--- src/rtl/fighter_pkg.sv ---
// fighter_pkg: types and defaults shared by the per-player hit logic.
// Holds the reaction state encoding and knockback vector width.
package fighter_pkg;

  localparam int KB_W          = 8;
  localparam int DMG_LIGHT_DEF = 8;
  localparam int DMG_HEAVY_DEF = 15;

  typedef enum logic [2:0] {
    IDLE    = 3'd0,
    LAUNCH  = 3'd1,
    SLIDE   = 3'd2,
    RECOVER = 3'd3,
    KO      = 3'd4
  } react_state_t;

endpackage

--- src/rtl/kb_axis_step.sv ---
// kb_axis_step: one axis of position + velocity with range clamp.
// wall_o flags that the result sits on (or was pushed past) a bound.
module kb_axis_step
  import fighter_pkg::*;
#(
  parameter int W = 12
) (
  input  logic signed [W-1:0]    pos_i,
  input  logic signed [KB_W-1:0] vel_i,
  input  logic signed [W-1:0]    lo_i,
  input  logic signed [W-1:0]    hi_i,
  output logic signed [W-1:0]    pos_o,
  output logic                   wall_o
);

  logic signed [W-1:0] sum;

  // add sign-extended velocity, then clamp to [lo, hi]
  always_comb begin
    sum    = pos_i + {{(W-KB_W){vel_i[KB_W-1]}}, vel_i};
    pos_o  = sum;
    wall_o = 1'b0;
    if (sum <= lo_i) begin
      pos_o  = lo_i;
      wall_o = 1'b1;
    end else if (sum >= hi_i) begin
      pos_o  = hi_i;
      wall_o = 1'b1;
    end
  end

endmodule

--- src/rtl/hit_reaction.sv ---
// hit_reaction: per-player consumer of resolver hit outputs.
// Applies damage, integrates knockback and sequences launch/slide/recover/KO.
module hit_reaction
  import fighter_pkg::*;
#(
  parameter int POS_WIDTH       = 10,
  parameter int HP_MAX          = 100,
  parameter int DMG_LIGHT       = DMG_LIGHT_DEF,
  parameter int DMG_HEAVY       = DMG_HEAVY_DEF,
  parameter int GRAVITY         = 1,
  parameter int VY_MAX          = 8,
  parameter int FRICTION_FRAMES = 2,
  parameter int GROUND_Y        = 400,
  parameter int X_MIN           = 0,
  parameter int X_MAX           = 639,
  parameter int RECOVER_FRAMES  = 6
) (
  input  logic                   clk,
  input  logic                   reset_n,
  input  logic                   SCEN,
  input  logic                   round_start,
  input  logic                   hit_event,
  input  logic                   hitstun_active,
  input  logic                   hit_heavy,
  input  logic signed [KB_W-1:0] kb_dx,
  input  logic signed [KB_W-1:0] kb_dy,
  input  logic [POS_WIDTH-1:0]   pos_x_in,
  input  logic [POS_WIDTH-1:0]   pos_y_in,
  output logic [POS_WIDTH-1:0]   pos_x_out,
  output logic [POS_WIDTH-1:0]   pos_y_out,
  output logic                   pos_override,
  output logic                   input_lock,
  output logic [7:0]             hp,
  output logic                   ko,
  output logic [2:0]             react_state
);

  localparam int W = POS_WIDTH + 2;
  localparam logic signed [W-1:0] GY  = W'(GROUND_Y);
  localparam logic signed [W-1:0] XLO = W'(X_MIN);
  localparam logic signed [W-1:0] XHI = W'(X_MAX);
  localparam logic signed [W-1:0] YLO = '0;
  localparam logic signed [W-1:0] YHI = W'((1 << POS_WIDTH) - 1);
  localparam logic signed [KB_W:0] VYM = (KB_W+1)'(VY_MAX);

  react_state_t st_q, st_d;
  logic [7:0] hp_q, hp_d, dmg;
  logic signed [W-1:0] x_q, x_d, y_q, y_d, x_nx, y_nx, y_lat;
  logic signed [KB_W-1:0] vx_q, vx_d, vy_q, vy_d, vy_inc;
  logic signed [KB_W:0] vy_sum;
  logic [7:0] fc_q, fc_d, rc_q, rc_d;
  logic x_wall, y_wall;

  kb_axis_step #(.W(W)) u_x (
    .pos_i (x_q),
    .vel_i (vx_q),
    .lo_i  (XLO),
    .hi_i  (XHI),
    .pos_o (x_nx),
    .wall_o(x_wall)
  );

  kb_axis_step #(.W(W)) u_y (
    .pos_i (y_q),
    .vel_i (vy_q),
    .lo_i  (YLO),
    .hi_i  (YHI),
    .pos_o (y_nx),
    .wall_o(y_wall)
  );

  // next state: round_start beats hit_event beats progression
  always_comb begin
    st_d   = st_q;
    hp_d   = hp_q;
    x_d    = x_q;
    y_d    = y_q;
    vx_d   = vx_q;
    vy_d   = vy_q;
    fc_d   = fc_q;
    rc_d   = rc_q;
    y_lat  = y_q;
    dmg    = hit_heavy ? 8'(DMG_HEAVY) : 8'(DMG_LIGHT);
    vy_sum = {vy_q[KB_W-1], vy_q} + (KB_W+1)'(GRAVITY);
    vy_inc = (vy_sum > VYM) ? VYM[KB_W-1:0] : vy_sum[KB_W-1:0];
    if (round_start) begin
      st_d = IDLE;
      hp_d = 8'(HP_MAX);
      vx_d = '0;
      vy_d = '0;
      fc_d = '0;
      rc_d = '0;
    end else if (hit_event && st_q != KO) begin
      hp_d = (hp_q > dmg) ? hp_q - dmg : 8'd0;
      if (st_q == IDLE || st_q == RECOVER) begin
        x_d   = {2'b00, pos_x_in};
        y_lat = {2'b00, pos_y_in};
      end
      y_d  = y_lat;
      vx_d = kb_dx;
      vy_d = kb_dy;
      fc_d = '0;
      rc_d = '0;
      st_d = (kb_dy[KB_W-1] || y_lat < GY) ? LAUNCH : SLIDE;
    end else begin
      unique case (st_q)
        LAUNCH: begin
          x_d  = x_nx;
          y_d  = y_nx;
          vx_d = x_wall ? '0 : vx_q;
          vy_d = vy_inc;
          if (y_nx >= GY && !vy_q[KB_W-1]) begin
            y_d  = GY;
            vy_d = '0;
            fc_d = '0;
            st_d = SLIDE;
          end
        end
        SLIDE: begin
          if (vx_q == '0) begin
            if (!hitstun_active) begin
              if (hp_q == 8'd0) begin
                st_d = KO;
              end else begin
                st_d = RECOVER;
                rc_d = 8'(RECOVER_FRAMES);
              end
            end
          end else begin
            x_d = x_nx;
            if (fc_q >= 8'(FRICTION_FRAMES - 1)) begin
              fc_d = '0;
              vx_d = vx_q[KB_W-1] ? vx_q + 8'sd1 : vx_q - 8'sd1;
            end else begin
              fc_d = fc_q + 8'd1;
            end
            if (x_wall) vx_d = '0;
          end
        end
        RECOVER: begin
          rc_d = rc_q - 8'd1;
          if (rc_q <= 8'd1) begin
            rc_d = '0;
            st_d = IDLE;
          end
        end
        default: ;
      endcase
    end
  end

  // frame-enabled state registers
  always_ff @(posedge clk or negedge reset_n) begin
    if (!reset_n) begin
      st_q <= IDLE;
      hp_q <= 8'(HP_MAX);
      x_q  <= '0;
      y_q  <= '0;
      vx_q <= '0;
      vy_q <= '0;
      fc_q <= '0;
      rc_q <= '0;
    end else if (SCEN) begin
      st_q <= st_d;
      hp_q <= hp_d;
      x_q  <= x_d;
      y_q  <= y_d;
      vx_q <= vx_d;
      vy_q <= vy_d;
      fc_q <= fc_d;
      rc_q <= rc_d;
    end
  end

  assign pos_x_out    = x_q[POS_WIDTH-1:0];
  assign pos_y_out    = y_q[POS_WIDTH-1:0];
  assign pos_override = (st_q == LAUNCH) || (st_q == SLIDE);
  assign input_lock   = (st_q != IDLE);
  assign ko           = (st_q == KO);
  assign hp           = hp_q;
  assign react_state  = st_q;

endmodule

--- config.mk ---
export PLATFORM = sky130hd
export DESIGN_NAME = hit_reaction
export DESIGN_NICKNAME = d
export VERILOG_FILES = /design/src/rtl/fighter_pkg.sv /design/src/rtl/kb_axis_step.sv /design/src/rtl/hit_reaction.sv
export SDC_FILE = /design/constraint.sdc
export NUM_CORES = 1
export LEC_CHECK = 0
export ABC_AREA = 1
export ABC_CLOCK_PERIOD_IN_PS = 8600
export BUFFER_PORTS_ARGS = -buffer_cell sky130_fd_sc_hd__buf_2
export CELL_PAD_IN_SITES_DETAIL_PLACEMENT = 0
export CELL_PAD_IN_SITES_GLOBAL_PLACEMENT = 2
export CORE_ASPECT_RATIO = 1.25
export CORE_MARGIN = 5
export CORE_UTILIZATION = 36
export DETAILED_ROUTE_END_ITERATION = 16
export PLACE_DENSITY = 0.84
export SYNTH_ARGS = -nofsm -noshare
export SYNTH_HDL_FRONTEND = slang
export SYNTH_SLANG_ARGS = --single-unit
--- constraint.sdc ---
create_clock -name clk -period 8.6 [get_ports clk]
set_clock_uncertainty 0.2 [all_clocks]
set_input_delay 1.72 -clock clk [delete_from_list [all_inputs] [get_ports clk]]
set_output_delay 1.72 -clock clk [all_outputs]
set_load 0.05 [all_outputs]
==> impl_metrics.csv <==
group,metric,value,unit
status,run_status,"finished clean",
clock_network,cts_root_buf,"sky130_fd_sc_hd__clkbuf_16",
floorplan,io_pins,77,
clock_network,clk_transition_reported_paths,0.06,ns
clock_network,cts.sinks,67,
timing,setup_total_negative_slack,0,ns
setup_path,timing.critical_path.depth,11,
global_route,pin_count_of_the_biggest_net_entering_global_routing,68,
routing,routed-via-count,5439,
synth,post-synth-top-count-cell,"sky130_fd_sc_hd__nand2_1",
placed_design,placedCellCount,1088,
global_route,number_of_global_route_vias_before_repair,5701,
synth,synth_top_cells_by_area,"sky130_fd_sc_hd__dfrtp_1, sky130_fd_sc_hd__nand2_1, sky130_fd_sc_hd__ha_1, sky130_fd_sc_hd__inv_1, sky130_fd_sc_hd__nor2_1",
synth,seq_area_frac_synth,28.70,%
clock_network,cts_hold_buffers,0,
synth,ys.flop_type,"sky130_fd_sc_hd__dfrtp_1",
synth,yosys-top-cells-count,"sky130_fd_sc_hd__nand2_1, sky130_fd_sc_hd__inv_1, sky130_fd_sc_hd__nor2_1",
setup_path,slowest_cell_on_the_critical_path,"sky130_fd_sc_hd__nor2_4",
setup_path,worstRegToRegCells,11,
power_and_ir_drop,totalPowerFinal,2.160,mW
floorplan,initial_utilization,36.43,%
power_and_ir_drop,total_leakage_power,3.354,nW
synth,synth_cell_type_count,59,
timing,timing_max_transition_violations_final,0,
synth,yosys_register_bits,67,
clock_network,h-tree-depth,3,
global_route,grt.overflow.total,0,
synth,post-synth-top-area-fraction,27.36,%
floorplan,chipHeight,152.6,um
placed_design,dp_hpwl,13.05,mm
synth,synth.avg_cell_area,7.079,sq um
setup_path,cp-end-kind,"flop",
floorplan,floorplan.die_area,18930,sq um
synth,mappedNetlistArea,5854,sq um
timing,post-route-period-util,54.53,%
synth,async_reset_ff_share,100.0,%
setup_path,critPathMostFrequentCell,"sky130_fd_sc_hd__nor2_1",
floorplan,fp-row-count,52,
run,drv_cap,0,
setup_path,cp.arrival,4.74,ns
routing,detail_route.drc_violations,0,
cells_and_area,diodes,0,
setup_path,startpoint_type_of_the_worst_setup_path,"input pin",
clock_network,cts_made_buffers,9,
global_route,global_route_wire_length_before_repair,27.31,mm
setup_path,crit_buf_inv,4,
clock_network,cts_tree,"built",
routing,ant_nets,0,
timing,setup-violations-final,0,
cells_and_area,num-nets-final,969,
placed_design,place.port_buffers,76,
routing,routed_wire_length_per_instance,14.80,um
timing,finalHoldViolations,0,
synth,synthesis.instances,827,
setup_path,worst-path-max-fanout,41,
setup_path,worst_path_max_stage_delay,0.81,ns
setup_path,criticalPathCategory,"input pin to flop",
timing,fmax,0.2132,GHz
timing,finalCriticalPeriod,4.690,ns
synth,synth.net_count,913,
synth,post_synth_edffs,0,
setup_path,cp_cell_instances,"buf_2, inv_1, nor2_4, nor2_1, nor2_1, inv_2, o21ai_0, nand2_1, inv_1, nor2_1, a21oi_1",
floorplan,floorplan.core_area,16070,sq um
cells_and_area,layout.cells.non_filler,1104,
power_and_ir_drop,peakVddDrop,0.1987,mV
timing,worst_slew_pin_slew,1.062,ns
clock_network,post_cts_resized,0,
power_and_ir_drop,power-per-cell-area,330.6,nW/um^2
routing,finalWirelength,16.34,mm
timing,rsz0062_at_grt,"no",
clock_network,clock_insertion_delay_at_the_later_pin_of_the_skew_report,0.33,ns
routing,vias_per_cell,4.927,
clock_network,post_cts_setup_buffer_count,0,
timing,maxSlewHeadroom,29.01,%
min_path,holdPathStages,2,
global_route,grt_antenna_before_repair,0,
routing,initialDrtViolationCount,269,
placed_design,globalplace.congestion,0.8809,
cells_and_area,post_route_cells_drive_above_1_share,18.36,%
floorplan,floorplan.die.width,124.1,um
setup_path,path_delay_family,"simple AND/OR/NAND/NOR gates",
setup_path,worstPathRequired,8.65,ns
clock_network,clock_buffer_depth,2,
routing,detail_route.first_pass.iterations,5,
cells_and_area,syn2layout_area_growth,11.63,%
min_path,hold_path_class,"flop to flop",
global_route,grt_usage,17.84,%
synth,synth-warning-count,0,
synth,synthDominantAreaCellType,"sky130_fd_sc_hd__dfrtp_1",
flip-flops by register name, summed over array words and instances (netlist names):
| name | count |
|---|---|
| react_state | 3 |
| hp | 8 |
| rc_q | 8 |
| fc_q | 8 |
| vy_q | 8 |
| y_q | 12 |
| vx_q | 8 |
| x_q | 12 |
tightest hold or removal path, stage by stage, from the launching register on:
cell and delay (ns):
sky130_fd_sc_hd__dfrtp_1 0.38, sky130_fd_sc_hd__inv_1 0.06, sky130_fd_sc_hd__nor2_1 0.04
final timing paths:
kind                           startpoint      end  slack, ns
setup / recovery                hit_event   x_q[8]       3.91
setup reg to reg           react_state[2]   x_q[8]       4.87
hold / removal                    x_q[10]  x_q[10]       0.31
hold reg to reg                   x_q[10]  x_q[10]       0.31
min in group asynchronous         reset_n  rc_q[3]       1.39
max in group asynchronous         reset_n  vx_q[6]       6.22
routing by layer:
metal	routed length, um	GRT usage [%]
met1	7005	21.80
met3	436	2.525
met4	395	6.159
met2	8503	31.52
met5	0	0
cells by family after synthesis:
group	Yosys count	synth area share [%]
simple gates	418	32.17
buf+inv	138	11.03
compound gates	133	13.74
flops	67	28.70
fa+ha+maj	43	9.703
xor+xnor	27	4.488
mux	1	0.1710
through the flow:
step           cell area (sq um)  util [%]  hold slack (ns)  setup slack, ns
6_report                    6535     40.66           0.3088            3.910
5_1_grt                     6535     40.66           0.3361            3.516
4_1_cts                     6535     40.66           0.3095            3.881
3_5_place_dp                6270     39.01           0.2979            3.557
3_3_place_gp                6270     39.01           0.3001            3.681
2_1_floorplan               5854         -           0.2675            5.154
layout by cell type, fill, tap and decap left out, types with 4 or more instances in the layout:
master and n:
sky130_fd_sc_hd__nand2_1 206, sky130_fd_sc_hd__inv_1 93, sky130_fd_sc_hd__nor2_1 88, sky130_fd_sc_hd__buf_2 76
sky130_fd_sc_hd__dfrtp_1 64, sky130_fd_sc_hd__a21oi_1 50, sky130_fd_sc_hd__nand3_1 41, sky130_fd_sc_hd__ha_1 39
sky130_fd_sc_hd__o21ai_0 38, sky130_fd_sc_hd__nand2_2 19, sky130_fd_sc_hd__nor3_1 16, sky130_fd_sc_hd__xor2_1 16
sky130_fd_sc_hd__inv_2 13, sky130_fd_sc_hd__xnor2_1 9, sky130_fd_sc_hd__a21oi_2 9, sky130_fd_sc_hd__clkbuf_16 9
sky130_fd_sc_hd__nand4_1 7, sky130_fd_sc_hd__nor2_2 6, sky130_fd_sc_hd__nor3b_1 6, sky130_fd_sc_hd__or2_2 5
sky130_fd_sc_hd__nand3_2 5, sky130_fd_sc_hd__a211oi_1 4, sky130_fd_sc_hd__o22ai_1 4, sky130_fd_sc_hd__a31oi_1 4
sky130_fd_sc_hd__nand3b_1 4, sky130_fd_sc_hd__fa_1 4
final cells by class:
class                      count  area, sq um
clock buffer                  13        250.2
clock inverter                 3        15.01
fill                        1732         9535
inverter                     106        397.9
multi-input combinational    622         3533
sequential                    67         1680
tap                          216        270.3
timing repair buffer          77        387.9
report_power, final:
part | internal, mW | switching [mW] | leakage (nW) | total [mW]
clock | 0.202 | 0.138 | 0.133 | 0.340
combinational | 0.409 | 0.907 | 2.37 | 1.32
sequential | 0.399 | 0.106 | 0.856 | 0.505
Note: power is estimated with default switching activity, not from simulation.
